**src/rtl/mult_div_unit_pkg.sv**
```systemverilog
// Shared definitions for the multiply/divide unit: MIPS function codes,
// FSM state encoding and the default datapath width.
package mult_div_unit_pkg;

  localparam int NB_DATA_DEF = 32;

  localparam logic [5:0] OP_MFHI  = 6'b010000;
  localparam logic [5:0] OP_MTHI  = 6'b010001;
  localparam logic [5:0] OP_MFLO  = 6'b010010;
  localparam logic [5:0] OP_MTLO  = 6'b010011;
  localparam logic [5:0] OP_MULT  = 6'b011000;
  localparam logic [5:0] OP_MULTU = 6'b011001;
  localparam logic [5:0] OP_DIV   = 6'b011010;
  localparam logic [5:0] OP_DIVU  = 6'b011011;

  typedef enum logic [1:0] {
    ST_IDLE = 2'd0,
    ST_CALC = 2'd1,
    ST_FIX  = 2'd2,
    ST_DONE = 2'd3
  } state_t;

  function automatic logic is_muldiv(input logic [5:0] op);
    return (op == OP_MULT) || (op == OP_MULTU) || (op == OP_DIV) || (op == OP_DIVU);
  endfunction

endpackage

```
**src/rtl/mult_div_unit_core.sv**
```systemverilog
// Iterative datapath: shift-add multiply / restoring divide over one shared
// double-width accumulator, iteration down-counter and final sign fix-up.
module mult_div_unit_core
  import mult_div_unit_pkg::*;
#(
  parameter int NB_DATA = NB_DATA_DEF,
  parameter int NB_OP   = 6,
  parameter int NB_CNT  = $clog2(NB_DATA) + 1
) (
  input  logic               i_clk,
  input  logic               i_reset,
  input  logic               i_start,
  input  logic               i_step,
  input  logic [NB_OP-1:0]   i_op,
  input  logic [NB_DATA-1:0] i_data_a,
  input  logic [NB_DATA-1:0] i_data_b,
  output logic               o_last,
  output logic [NB_DATA-1:0] o_res_hi,
  output logic [NB_DATA-1:0] o_res_lo
);

  logic [2*NB_DATA-1:0] acc_q, acc_d;
  logic [NB_DATA-1:0]   b_q, b_d;
  logic [NB_CNT-1:0]    cnt_q, cnt_d;
  logic                 is_div_q, is_div_d;
  logic                 sign_a_q, sign_a_d;
  logic                 sign_b_q, sign_b_d;
  logic                 div_zero_q, div_zero_d;

  logic                 ld_div, ld_signed;
  logic [NB_DATA-1:0]   mag_a, mag_b;
  logic [NB_DATA:0]     mul_sum, div_trial, div_diff;
  logic                 div_ge;
  logic [2*NB_DATA-1:0] prod_fix;
  logic [NB_DATA-1:0]   quo_fix, rem_fix;

  always_comb begin
    ld_div    = (i_op == OP_DIV) || (i_op == OP_DIVU);
    ld_signed = (i_op == OP_DIV) || (i_op == OP_MULT);
    sign_a_d  = sign_a_q;
    sign_b_d  = sign_b_q;
    is_div_d  = is_div_q;
    div_zero_d = div_zero_q;
    b_d       = b_q;
    acc_d     = acc_q;
    cnt_d     = cnt_q;

    mag_a = (ld_signed && i_data_a[NB_DATA-1]) ? -i_data_a : i_data_a;
    mag_b = (ld_signed && i_data_b[NB_DATA-1]) ? -i_data_b : i_data_b;

    mul_sum   = {1'b0, acc_q[2*NB_DATA-1:NB_DATA]} + (acc_q[0] ? {1'b0, b_q} : '0);
    // Remainder shifted left with the next dividend bit needs one extra bit.
    div_trial = acc_q[2*NB_DATA-1:NB_DATA-1];
    div_diff  = div_trial - {1'b0, b_q};
    div_ge    = (div_trial >= {1'b0, b_q});

    if (i_start) begin
      is_div_d   = ld_div;
      sign_a_d   = ld_signed && i_data_a[NB_DATA-1];
      sign_b_d   = ld_signed && i_data_b[NB_DATA-1];
      div_zero_d = ld_div && (i_data_b == '0);
      b_d        = ld_div ? mag_b : mag_a;
      acc_d      = {{NB_DATA{1'b0}}, (ld_div ? mag_a : mag_b)};
      cnt_d      = NB_CNT'(NB_DATA);
    end else if (i_step) begin
      cnt_d = cnt_q - 1'b1;
      if (is_div_q)
        acc_d = {(div_ge ? div_diff[NB_DATA-1:0] : div_trial[NB_DATA-1:0]),
                 acc_q[NB_DATA-2:0], div_ge};
      else
        acc_d = {mul_sum, acc_q[NB_DATA-1:1]};
    end
  end

  always_comb begin
    prod_fix = (sign_a_q ^ sign_b_q) ? -acc_q : acc_q;
    quo_fix  = (sign_a_q ^ sign_b_q) ? -acc_q[NB_DATA-1:0] : acc_q[NB_DATA-1:0];
    rem_fix  = sign_a_q ? -acc_q[2*NB_DATA-1:NB_DATA] : acc_q[2*NB_DATA-1:NB_DATA];
    // Zero divisor: restoring divide leaves |a| as remainder, which the
    // dividend-sign fix turns back into raw a; only the quotient is forced.
    if (div_zero_q)
      quo_fix = '1;
    o_res_hi = is_div_q ? rem_fix : prod_fix[2*NB_DATA-1:NB_DATA];
    o_res_lo = is_div_q ? quo_fix : prod_fix[NB_DATA-1:0];
    o_last   = (cnt_q == NB_CNT'(1));
  end

  always_ff @(posedge i_clk) begin
    if (i_reset) begin
      acc_q      <= '0;
      b_q        <= '0;
      cnt_q      <= '0;
      is_div_q   <= 1'b0;
      sign_a_q   <= 1'b0;
      sign_b_q   <= 1'b0;
      div_zero_q <= 1'b0;
    end else begin
      acc_q      <= acc_d;
      b_q        <= b_d;
      cnt_q      <= cnt_d;
      is_div_q   <= is_div_d;
      sign_a_q   <= sign_a_d;
      sign_b_q   <= sign_b_d;
      div_zero_q <= div_zero_d;
    end
  end

endmodule

```
**src/rtl/mult_div_unit.sv**
```systemverilog
// MIPS multiply/divide unit: request handshake, sequencing FSM and the
// architectural HI/LO registers around the iterative core.
//
//   state | meaning
//   IDLE  | accept MTHI/MTLO or start a mult/div
//   CALC  | one multiply/divide iteration per cycle
//   FIX   | sign-corrected result written to HI/LO
//   DONE  | one-cycle completion pulse, requests not accepted
module mult_div_unit
  import mult_div_unit_pkg::*;
#(
  parameter int NB_DATA = NB_DATA_DEF,
  parameter int NB_OP   = 6,
  parameter int NB_CNT  = $clog2(NB_DATA) + 1
) (
  input  logic               i_clk,
  input  logic               i_reset,
  input  logic               i_valid,
  input  logic [NB_OP-1:0]   i_op,
  input  logic [NB_DATA-1:0] i_data_a,
  input  logic [NB_DATA-1:0] i_data_b,
  output logic               o_busy,
  output logic               o_done,
  output logic [NB_DATA-1:0] o_hi,
  output logic [NB_DATA-1:0] o_lo
);

  state_t             state_q, state_d;
  logic [NB_DATA-1:0] hi_q, hi_d;
  logic [NB_DATA-1:0] lo_q, lo_d;
  logic               start, step, last;
  logic [NB_DATA-1:0] res_hi, res_lo;

  mult_div_unit_core #(
    .NB_DATA (NB_DATA),
    .NB_OP   (NB_OP),
    .NB_CNT  (NB_CNT)
  ) u_core (
    .i_clk    (i_clk),
    .i_reset  (i_reset),
    .i_start  (start),
    .i_step   (step),
    .i_op     (i_op),
    .i_data_a (i_data_a),
    .i_data_b (i_data_b),
    .o_last   (last),
    .o_res_hi (res_hi),
    .o_res_lo (res_lo)
  );

  always_comb begin
    state_d = state_q;
    hi_d    = hi_q;
    lo_d    = lo_q;
    start   = 1'b0;
    step    = 1'b0;
    o_busy  = 1'b0;
    o_done  = 1'b0;
    case (state_q)
      ST_IDLE: begin
        if (i_valid) begin
          if (i_op == OP_MTHI) begin
            hi_d = i_data_a;
          end else if (i_op == OP_MTLO) begin
            lo_d = i_data_a;
          end else if (is_muldiv(i_op)) begin
            start   = 1'b1;
            state_d = ST_CALC;
          end
        end
      end
      ST_CALC: begin
        o_busy = 1'b1;
        step   = 1'b1;
        if (last)
          state_d = ST_FIX;
      end
      ST_FIX: begin
        o_busy  = 1'b1;
        hi_d    = res_hi;
        lo_d    = res_lo;
        state_d = ST_DONE;
      end
      ST_DONE: begin
        o_done  = 1'b1;
        state_d = ST_IDLE;
      end
      default: state_d = ST_IDLE;
    endcase
  end

  always_ff @(posedge i_clk) begin
    if (i_reset) begin
      state_q <= ST_IDLE;
      hi_q    <= '0;
      lo_q    <= '0;
    end else begin
      state_q <= state_d;
      hi_q    <= hi_d;
      lo_q    <= lo_d;
    end
  end

  assign o_hi = hi_q;
  assign o_lo = lo_q;

endmodule

```
**config.mk**
```make
export PLATFORM = sky130hd
export DESIGN_NAME = mult_div_unit
export DESIGN_NICKNAME = d
export VERILOG_FILES = /design/src/rtl/mult_div_unit_pkg.sv /design/src/rtl/mult_div_unit_core.sv /design/src/rtl/mult_div_unit.sv
export SDC_FILE = /design/constraint.sdc
export NUM_CORES = 1
export LEC_CHECK = 0
export CORE_ASPECT_RATIO = 0.9
export CORE_MARGIN = 4
export CORE_UTILIZATION = 45
export CTS_CLUSTER_SIZE = 28
export DETAILED_ROUTE_END_ITERATION = 8
export PLACE_DENSITY = 0.66
export SETUP_SLACK_MARGIN = 0.3
export SLEW_MARGIN = 20
export SYNTH_ARGS = -nofsm -noshare
export SYNTH_HDL_FRONTEND = slang
export SYNTH_SLANG_ARGS = --single-unit
```
**constraint.sdc**
```tcl
create_clock -name i_clk -period 3.6 [get_ports i_clk]
set_input_delay 0.72 -clock i_clk [delete_from_list [all_inputs] [get_ports i_clk]]
set_output_delay 0.72 -clock i_clk [all_outputs]
set_load 0.005 [all_outputs]
```
Word-level counts from Yosys, hierarchy flattened
Cells that the tools add are included. W data, S select, Z words.

Flip-flop bits (word level): 172. Input bits: 73. Output and inout port bits: 66. Logic and storage cells: 94.

$add $sub $neg: 8. Order comparisons: 1. Eq/ne operators: 17. Muxes and demuxes: 38. Bitwise operators: 1. Reduce and logical (&&, ||, !) cells: 17.

Operators with widths (count): $mux W32 (18); $mux W64 (2); $neg A32 Y32 (4); $pmux W32 S2 (2); $neg A64 Y64 (1); $eq A6 B5 Y1 const B (6); $add A32 B32 Y33 (1); $ge A33 B32 Y1 (1); $logic_not A32 Y1 (1); $sub A32 B32 Y32 (1); $ne A2 B2 Y1 const B (7); $mux W6 (2); $mux W2 (5); $mux W1 (8); $pmux W2 S4 (1); $eq A6 B1 Y1 const B (1); $sub A6 B1 Y6 const B (1); $logic_or A1 B1 Y1 (5); $reduce_and A5 Y1 (1); $eq A2 B2 Y1 const B (2); $reduce_and A4 Y1 (1); $reduce_bool A2 Y1 (2); $reduce_or A2 Y1 (2); $logic_and A1 B1 Y1 (3); other kinds (4) (4).

Logic depth before layout (Yosys ltp)
Gate-level depths: netlist of the first run.

Depth after elaboration: 10. Gate-level depth with buffers: 15. Gate-level depth less buffers: 14.

By module
From an unflattened synthesis of the first run, not the netlist that was laid out.

Cells, all modules: 2203. Area total of the unflattened synthesis: 15996.6 um^2.

Modules (own cells, without submodules): mult_div_unit_core (times used 1, cells an instance 1795, area each 12167.9 um^2, seq. area each 2122.0 um^2); mult_div_unit (times used 1, cells an instance 408, area each 3828.7 um^2, seq. area each 1321.3 um^2).

Least setup slack after synthesis of the first run
OpenSTA, ideal clock, no wires.

Path type: reg2reg. Start: reg u_core.acc_q[0]. End: reg u_core.acc_q[62]. Setup time: 86 ps. Arrival time: 3302 ps. Required time: 3514 ps. Slack: 212 ps. Stages on the path, launching flop included: 15. Buffers on the path: 1. Period minus slack after synthesis: 3388 ps. Cell sequence: dfxtp_1 inv_1 clkbuf_1 nor2_1 ha_1 a21o_1 a211oi_1 or3b_2 o211ai_1 a21oi_1 a21o_1 a221o_1 a21oi_1 xor2_1 a211oi_1.

Longest elaborated chain between the ends: 3.

RTL lines: start: declaration (line mult_div_unit_core.sv:22) `logic [2*NB_DATA-1:0] acc_q, acc_d;`; start signal: assignment (line mult_div_unit_core.sv:90) `acc_q <= '0;`; start signal: assignment (line mult_div_unit_core.sv:98) `acc_q <= acc_d;`; $mux W32 (line mult_div_unit_core.sv:51) `mul_sum = {1'b0, acc_q[2*NB_DATA-1:NB_DATA]} + (acc_q[0] ? {1'b0, b_q} : '0);`; $add A32 B32 Y33 (line mult_div_unit_core.sv:51); $mux W64 (line mult_div_unit_core.sv:67) `if (is_div_q)`.

Every way passes these cells. A chain may end at the register's enable or synchronous reset.

Worst setup path in the final report of the first run
Start: reg u_core.acc_q[0]. End: reg u_core.acc_q[61].

The elaborated chain is that of the path after synthesis.

==> results of run 1 <==
## metrics by stage
stage	cells	worst slack (ps)	TNS, ps	instance area, sq um	hold WS [ps]
finish	2668	306	0	19000	452
global placement	2607	-18.9	-21.3	17500	435
CTS	2640	271	0	18200	454
global route	2668	200	0	19000	466
detailed placement	2607	-75.1	-315	17500	443
floorplan	1979	317	0	14500	432
## power by group
part | total (mW) | switching [mW] | internal [mW]
sequential | 2.43 | 0.303 | 2.13
combinational | 7.70 | 4.15 | 3.56
clock | 1.97 | 0.911 | 1.06
## per-layer routing
| metal | track usage, % | wire length (um) | vias to the layer above |
|---|---|---|---|
| li1 | - | - | 7697 |
| met1 | 48.5 | 27400 | 7821 |
| met2 | 45.0 | 24400 | 886 |
| met3 | 7.80 | 6780 | 84 |
| met4 | 7.77 | 1420 | 0 |
| met5 | 0 | 0 | - |
## how the worst max path moves through the flow
stage                       endpoint  slack, ps
floorplan           u_core.acc_q[62]        320
global placement      u_core.b_q[29]        -20
detailed placement    u_core.b_q[30]        -80
CTS                 u_core.acc_q[61]        270
global route        u_core.acc_q[61]        200
finish              u_core.acc_q[61]        310
## registers in the layout (all words and copies together), names as in the netlist
register	count
u_core.acc_q	64
o_hi	32
o_lo	32
u_core.b_q	32
u_core.cnt_q	6
state_q	2
u_core.div_zero_q	1
u_core.is_div_q	1
u_core.sign_a_q	1
u_core.sign_b_q	1
## area by class of cell
class                   instances  area (sq um)
fillers                      2943         12900
multi-input cells            1604         10800
flip-flops and latches        172          3460
repair buffers                376          3320
well taps                     416           520
clock buffers                  19           443
inverters                      68           260
clock inverters                13           156
## critical path: stages (launching register included)
cell and delay, ps:
dfxtp_4 360, and2_4 140, ha_4 160, fa_2 380, a21oi_4 180, nor2_4 60, o311ai_4 280, buf_6 150
a311oi_2 80, buf_4 170, o211ai_1 340, o21ai_2 120, buf_4 140, a31o_2 240, a21oi_2 130, xor2_1 160
a21oi_1 80
## kinds of logic (layout without fill, tap and decap cells)
group           count (synthesis)  after routing  share of synthesized area [%]
xor+xnor                      181            181                           10.9
flops                         172            172                           23.7
simple gates                  586            586                           18.4
buf+inv                       203            476                           5.36
mux                            66             66                           4.63
fa+ha+maj                      77             77                           6.74
compound gates                694            694                           30.3
## Yosys cell counts (10+ instances only)
cell type  instances
nand2_1          241
a21oi_1          238
nor2_1           174
dfxtp_1          172
o21ai_0          128
clkbuf_1         111
xnor2_1           91
xor2_1            90
o211ai_1          83
ha_1              75
inv_1             68
mux2i_1           57
a21o_1            38
a211oi_1          37
o221ai_1          36
nor3_1            33
nand3_1           22
o31ai_1           22
nor4_1            17
buf_1             16
or4_1             16
o21a_1            15
a31oi_1           14
and2_1            11
or3_1             11
and3_1            10
## timing repair
action                                 in CTS  in global routing
pin swaps                                   8                 66
setup endpoints to repair                  10                 57
setup buffers                               1                 25
endpoints found under the hold margin       0                  0
resized for setup                          15                113
cloned                                      0                  3
==> qor.txt, run 1 <==
vias in the first global route - 14800
GRT Overall Usage - 32.0%
Max transition margin - 32.9%
Final #Nets - 2389
synthesized area - 14500 sq um
Mapped Avg Cell Area - 7.34 sq um
Endpoint, Worst Hold - o_lo[11]
DRC - 0
crit path time final - 3290 ps
Post-Syn Nets - 2129
Peak Freq - 0.304 GHz
Num CTS Buffers - 17
layout cells sized above 1 - 17.4%
Hold Startpoint - o_lo[11]
DR vias/cell - 6.18
# setup viols final - 0
CTS Sinks - 172
worst clock skew - 16.1 ps
Layout Utilization - 59.6%
first-pass GRT wire length - 87.3 mm
clk buf depth - 2
core area - 31900 sq um
YS warnings - 0
CTS root buf - clkbuf_16
WL final - 59.9 mm
1st-pass router iterations - 6
Worst Path Required - 3940 ps
Max-cap violations - 0
port buffer count - 138
Worst EP arrival - 3630 ps
status - complete, no violations
worst r2r src - u_core.acc_q[0]
FF-to-FF setup slack - 310 ps
most frequent cells in the layout - 238 x nand2_1, 227 x a21oi_1, 222 x buf_4
Worst-path clk slew - 80 ps
Gate Count Post-Synth - 1979
Total Power - 12.1 mW
Via Count - 16500
crit path launch type - register
die height - 178 um
Hold WC Path Type - register to register
final hold violations - 0
top_reg_cell synth - dfxtp_1
Crit Reg-Reg Endpoint - u_core.acc_q[61]
Synth async-reset ratio - 0%
leakage - 7.53 nW
unrepaired setup endpoints after global routing - yes
area added between synthesis and finish - 30.8%
Critical Path Start - u_core.acc_q[0]
Seq/Total Area, Yosys - 23.7%
endpoint class of the critical path - register
Post-synth EDFFs - 0
Final Cycle Share - 91.5%
Final Max Tran Viols - 0
CTS tree - yes
Die X-Extent - 197 um
htree depth - 4
initial drt markers - 2060
flops & latches, synth - 172
WS Path Type - register to register
Worst Hold Depth - 2
FP Rows - 62
gp weighted congestion - 1.02
Slew @ Worst Pin - 1000 ps
diode count - 0
initial antenna violation count - 1
largest net degree at the start of global routing - 79
top post-synthesis cells by area - dfxtp_1 24%, a21oi_1 8.2%, ha_1 6.5%, nand2_1 6.2%, xnor2_1 5.5%
Antenna Nets Post-Route - 0
most common cell after layout, fill and taps aside - nand2_1
maximum VDD drop - 1.36 mV
share of the synthesized area in the top cell type - 23.7%
Worst-Skew Late Latency - 460 ps
synth unique cells - 74
pwr/cell area - 637 nW/um^2
hold_buf cts - 0
total gr overflow - 0
R2R depth - 16
wire per inst - 22.5 um
Post-DP HPWL - 46.1 mm
die area - 35200 sq um
Critical Path Fanout Max - 3
# IOs - 139
Initial Util - 45.6%
dominant cell type by area after synthesis - dfxtp_1
(Power assumes the default switching activity.)
==> inputs of run 2 (changes only) <==
--- a/config.mk
+++ b/config.mk
@@ -10,7 +10,7 @@
 export CORE_UTILIZATION = 45
 export CTS_CLUSTER_SIZE = 28
 export DETAILED_ROUTE_END_ITERATION = 8
-export PLACE_DENSITY = 0.66
+export PLACE_DENSITY = 0.63
 export SETUP_SLACK_MARGIN = 0.3
 export SLEW_MARGIN = 20
 export SYNTH_ARGS = -nofsm -noshare
==> constraint.sdc (replaced) <==
create_clock -name i_clk -period 4 [get_ports i_clk]
set_input_delay 0.8 -clock i_clk [delete_from_list [all_inputs] [get_ports i_clk]]
set_output_delay 0.8 -clock i_clk [all_outputs]
set_load 0.005 [all_outputs]
==> run 2 against run 1 <==
Net effect: core utilization shrank 4.8 points; clock skew is essentially flat; final cell count down 4.7%; sequential power fell by 8.6%; clock power decreased by 11%; fmax down 8.7%; register-to-register slack improved by 80 ps; sequential share of layout area up 1.5 points; critical path depth decreased by 5; setup slack gained 85 ps; die area stayed put; largest cell class unchanged; largest power group unchanged.
==> qor.txt, run 2 (synthesis results as in run 1) <==
final hold violations - 0 (unchanged)
Worst-path clk slew - 70 ps (about the same)
Max transition margin - 42.9% (+10 points)
sequential power share - 23.5% (+3.4 points)
setup TNS - 0 ps (unchanged)
CP max stage cell - or4_1
first-pass GRT wire length - 86.5 mm (-0.91%)
1st-pass router iterations - 5 (-1)
unrepaired setup endpoints after global routing - yes
most common cell after layout, fill and taps aside - nand2_1
placed cell count - 2505 (-3.9%)
initial drt markers - 1907 (-7.4%)
net switching power - 4.39 mW (-18%)
Internal Power - 5.08 mW (-25%)
Final #Nets - 2264 (-5.2%)
Fillers - 3088 (+4.9%)
Worst Hold Depth - 2 (unchanged)
max FFs per register - 64 (unchanged)
WL final - 57.8 mm (-3.6%)
leakage - 6.81 nW (-9.6%)
port buffer count - 138 (unchanged)
core area - 31900 sq um (unchanged)
Critical Path Fanout Max - 7 (+4)
largest net degree at the start of global routing - 85 (+7.6%)
R2R depth - 11 (-5)
diode count - 0 (unchanged)
met1 Usage GRT - 46.8% (-1.7 points)
Layout Utilization - 54.8% (-4.8 points)
# IOs - 139 (unchanged)
area added between synthesis and finish - 20.2%
max incr delay on CP - 640 ps (+260 ps)
Post-Layout Cell Count - 2543 (-4.7%)
Worst path depth - 11 (-5)
FF-to-FF setup slack - 390 ps (+80 ps)
Worst EP arrival - 3930 ps (+300 ps)
wire per inst - 22.7 um (+1.2%)
Via Count - 15800 (-3.9%)
vias in the first global route - 14300 (-3.3%)
crit path launch type - register
CTS root buf - clkbuf_16
GR peak layer - met1
Max-cap violations - 0 (unchanged)
sequence of cells on the critical path - or4_1, nor4_2, nand4b_1, buf_4, nor3_4, nor2_2, o41ai_2, xor2_1, a211oi_1, a21oi_1, nor2_1
CTS Sinks - 172 (unchanged)
Peak Freq - 0.277 GHz (-8.7%)
Final Max Tran Viols - 0 (unchanged)
Slew @ Worst Pin - 857 ps (-148 ps)
maximum VDD drop - 0.408 mV (-70%)
Antenna Nets Post-Route - 0 (unchanged)
Clk network pwr share - 18.5% (+2.2 points)
GRT Overall Usage - 31.6% (-0.42 points)
worst hold margin - 451 ps (-0.728 ps)
Hold WC Path Type - register to register
gp weighted congestion - 1.01 (-0.95%)
Final Cycle Share - 90.2% (-1.3 points)
Post-DP HPWL - 44.5 mm (-3.4%)
Worst-Skew Late Latency - 450 ps (about the same)
die height - 178 um (unchanged)
GR Layer Usage met2 - 45.4% (+0.40 points)
CTS tree - yes
met3 Resource Use GR - 8.29% (+0.49 points)
most frequent cells in the layout - 241 x nand2_1, 236 x a21oi_1, 172 x nor2_1
clk buf depth - 2 (unchanged)
sw frac - 46.4% (+2.1 points)
DRC - 0 (unchanged)
crit path time final - 3610 ps (+315 ps)
worst clock skew - 15.6 ps (-0.420 ps)
Num CTS Buffers - 17 (unchanged)
Most flops, register - u_core.acc_q
total gr overflow - 0 (unchanged)
htree depth - 4 (unchanged)
Worst Path Required - 4320 ps (+380 ps)
pwr/cell area - 542 nW/um^2 (-15%)
die area - 35200 sq um (unchanged)
FP Rows - 62 (unchanged)
Die X-Extent - 197 um (unchanged)
combinational power share - 58.0% (-5.6 points)
status - complete, no violations
layout cells sized above 1 - 9.50% (-7.9 points)
initial antenna violation count - 0 (-1)
family with the most delay on the worst path - simple AND/OR/NAND/NOR gates
# setup viols final - 0 (unchanged)
Area after DPL - 16700 sq um (-4.6%)
WS Path Type - register to register
endpoint class of the critical path - register
DR vias/cell - 6.23 (+0.80%)
Worst Path Buf+Inv - 1 (-2)
Initial Util - 45.6% (unchanged)
cell area after layout - 17500 sq um (-8.1%)
-- run 2: cell count changes in the layout (fill, tap and decap cells not counted), moves of 5 or more --
cell      change
a21oi_1       +9
a211oi_1      +5
o21ai_0       +9
buf_6         -7
a21oi_2       -5
buf_4       -110
ha_1          +8
dfxtp_1       +7
a211oi_2      -5
dfxtp_2       -5
ha_4          -5
-- run 2: power groups by stage --
stage	combinational (mW)	sequential [mW]	clock (mW)
floorplan	3.68	2.14	0
detailed placement	5.28	2.24	0
finish	5.50	2.22	1.75
CTS	5.33	2.20	1.76
global route	5.93	2.24	1.82
global placement	5.27	2.23	0
-- run 2: repair_timing --
action	CTS	global route
buffers inserted	4	2
pin swaps	0	4
resized for setup	1	17
hold buffers	0	0
setup endpoints to repair	2	17
-- run 2: per-layer routing --
layer | up-vias | routed length (um)
met1 | 7465 | 26400
li1 | 7456 | -
met5 | - | 0
met3 | 80 | 6700
met4 | 0 | 1370
met2 | 840 | 23400
-- run 2: worst reg2reg max path, cell delays in order (launching register included) --
cell and delay, ps:
dfxtp_1 390, or4_1 640, nor4_2 500, nand4b_1 250, buf_4 240, nor3_4 340
nor2_2 130, o41ai_2 420, xor2_1 260, a211oi_1 120, a21oi_1 160, nor2_1 50
-- run 2: area by class of cell --
class                           count  area [sq um]  area share [%]
Inverter                           68           259            1.48
Multi-Input combinational cell   1604         10400            59.5
Clock buffer                       20           468            2.68
Tap cell                          416           520            2.98
Sequential cell                   172          3450            19.7
Timing Repair Buffer              251          2250            12.9
Clock inverter                     12           124           0.709
-- run 2: worst paths after layout --
check,from,endpoint
max,u_core.acc_q[3],o_hi[27]
max reg2reg,u_core.acc_q[3],o_hi[27]
min,o_lo[9],o_lo[9]
min reg2reg,o_lo[9],o_lo[9]
-- run 2: metrics by stage --
stage                     power [mW]  setup WS, ps
final                           9.47           390
after global routing            9.99           264
after CTS                       9.30           356
after detailed placement        7.52          94.9
after global placement          7.51           126
after floorplan                 5.82           612
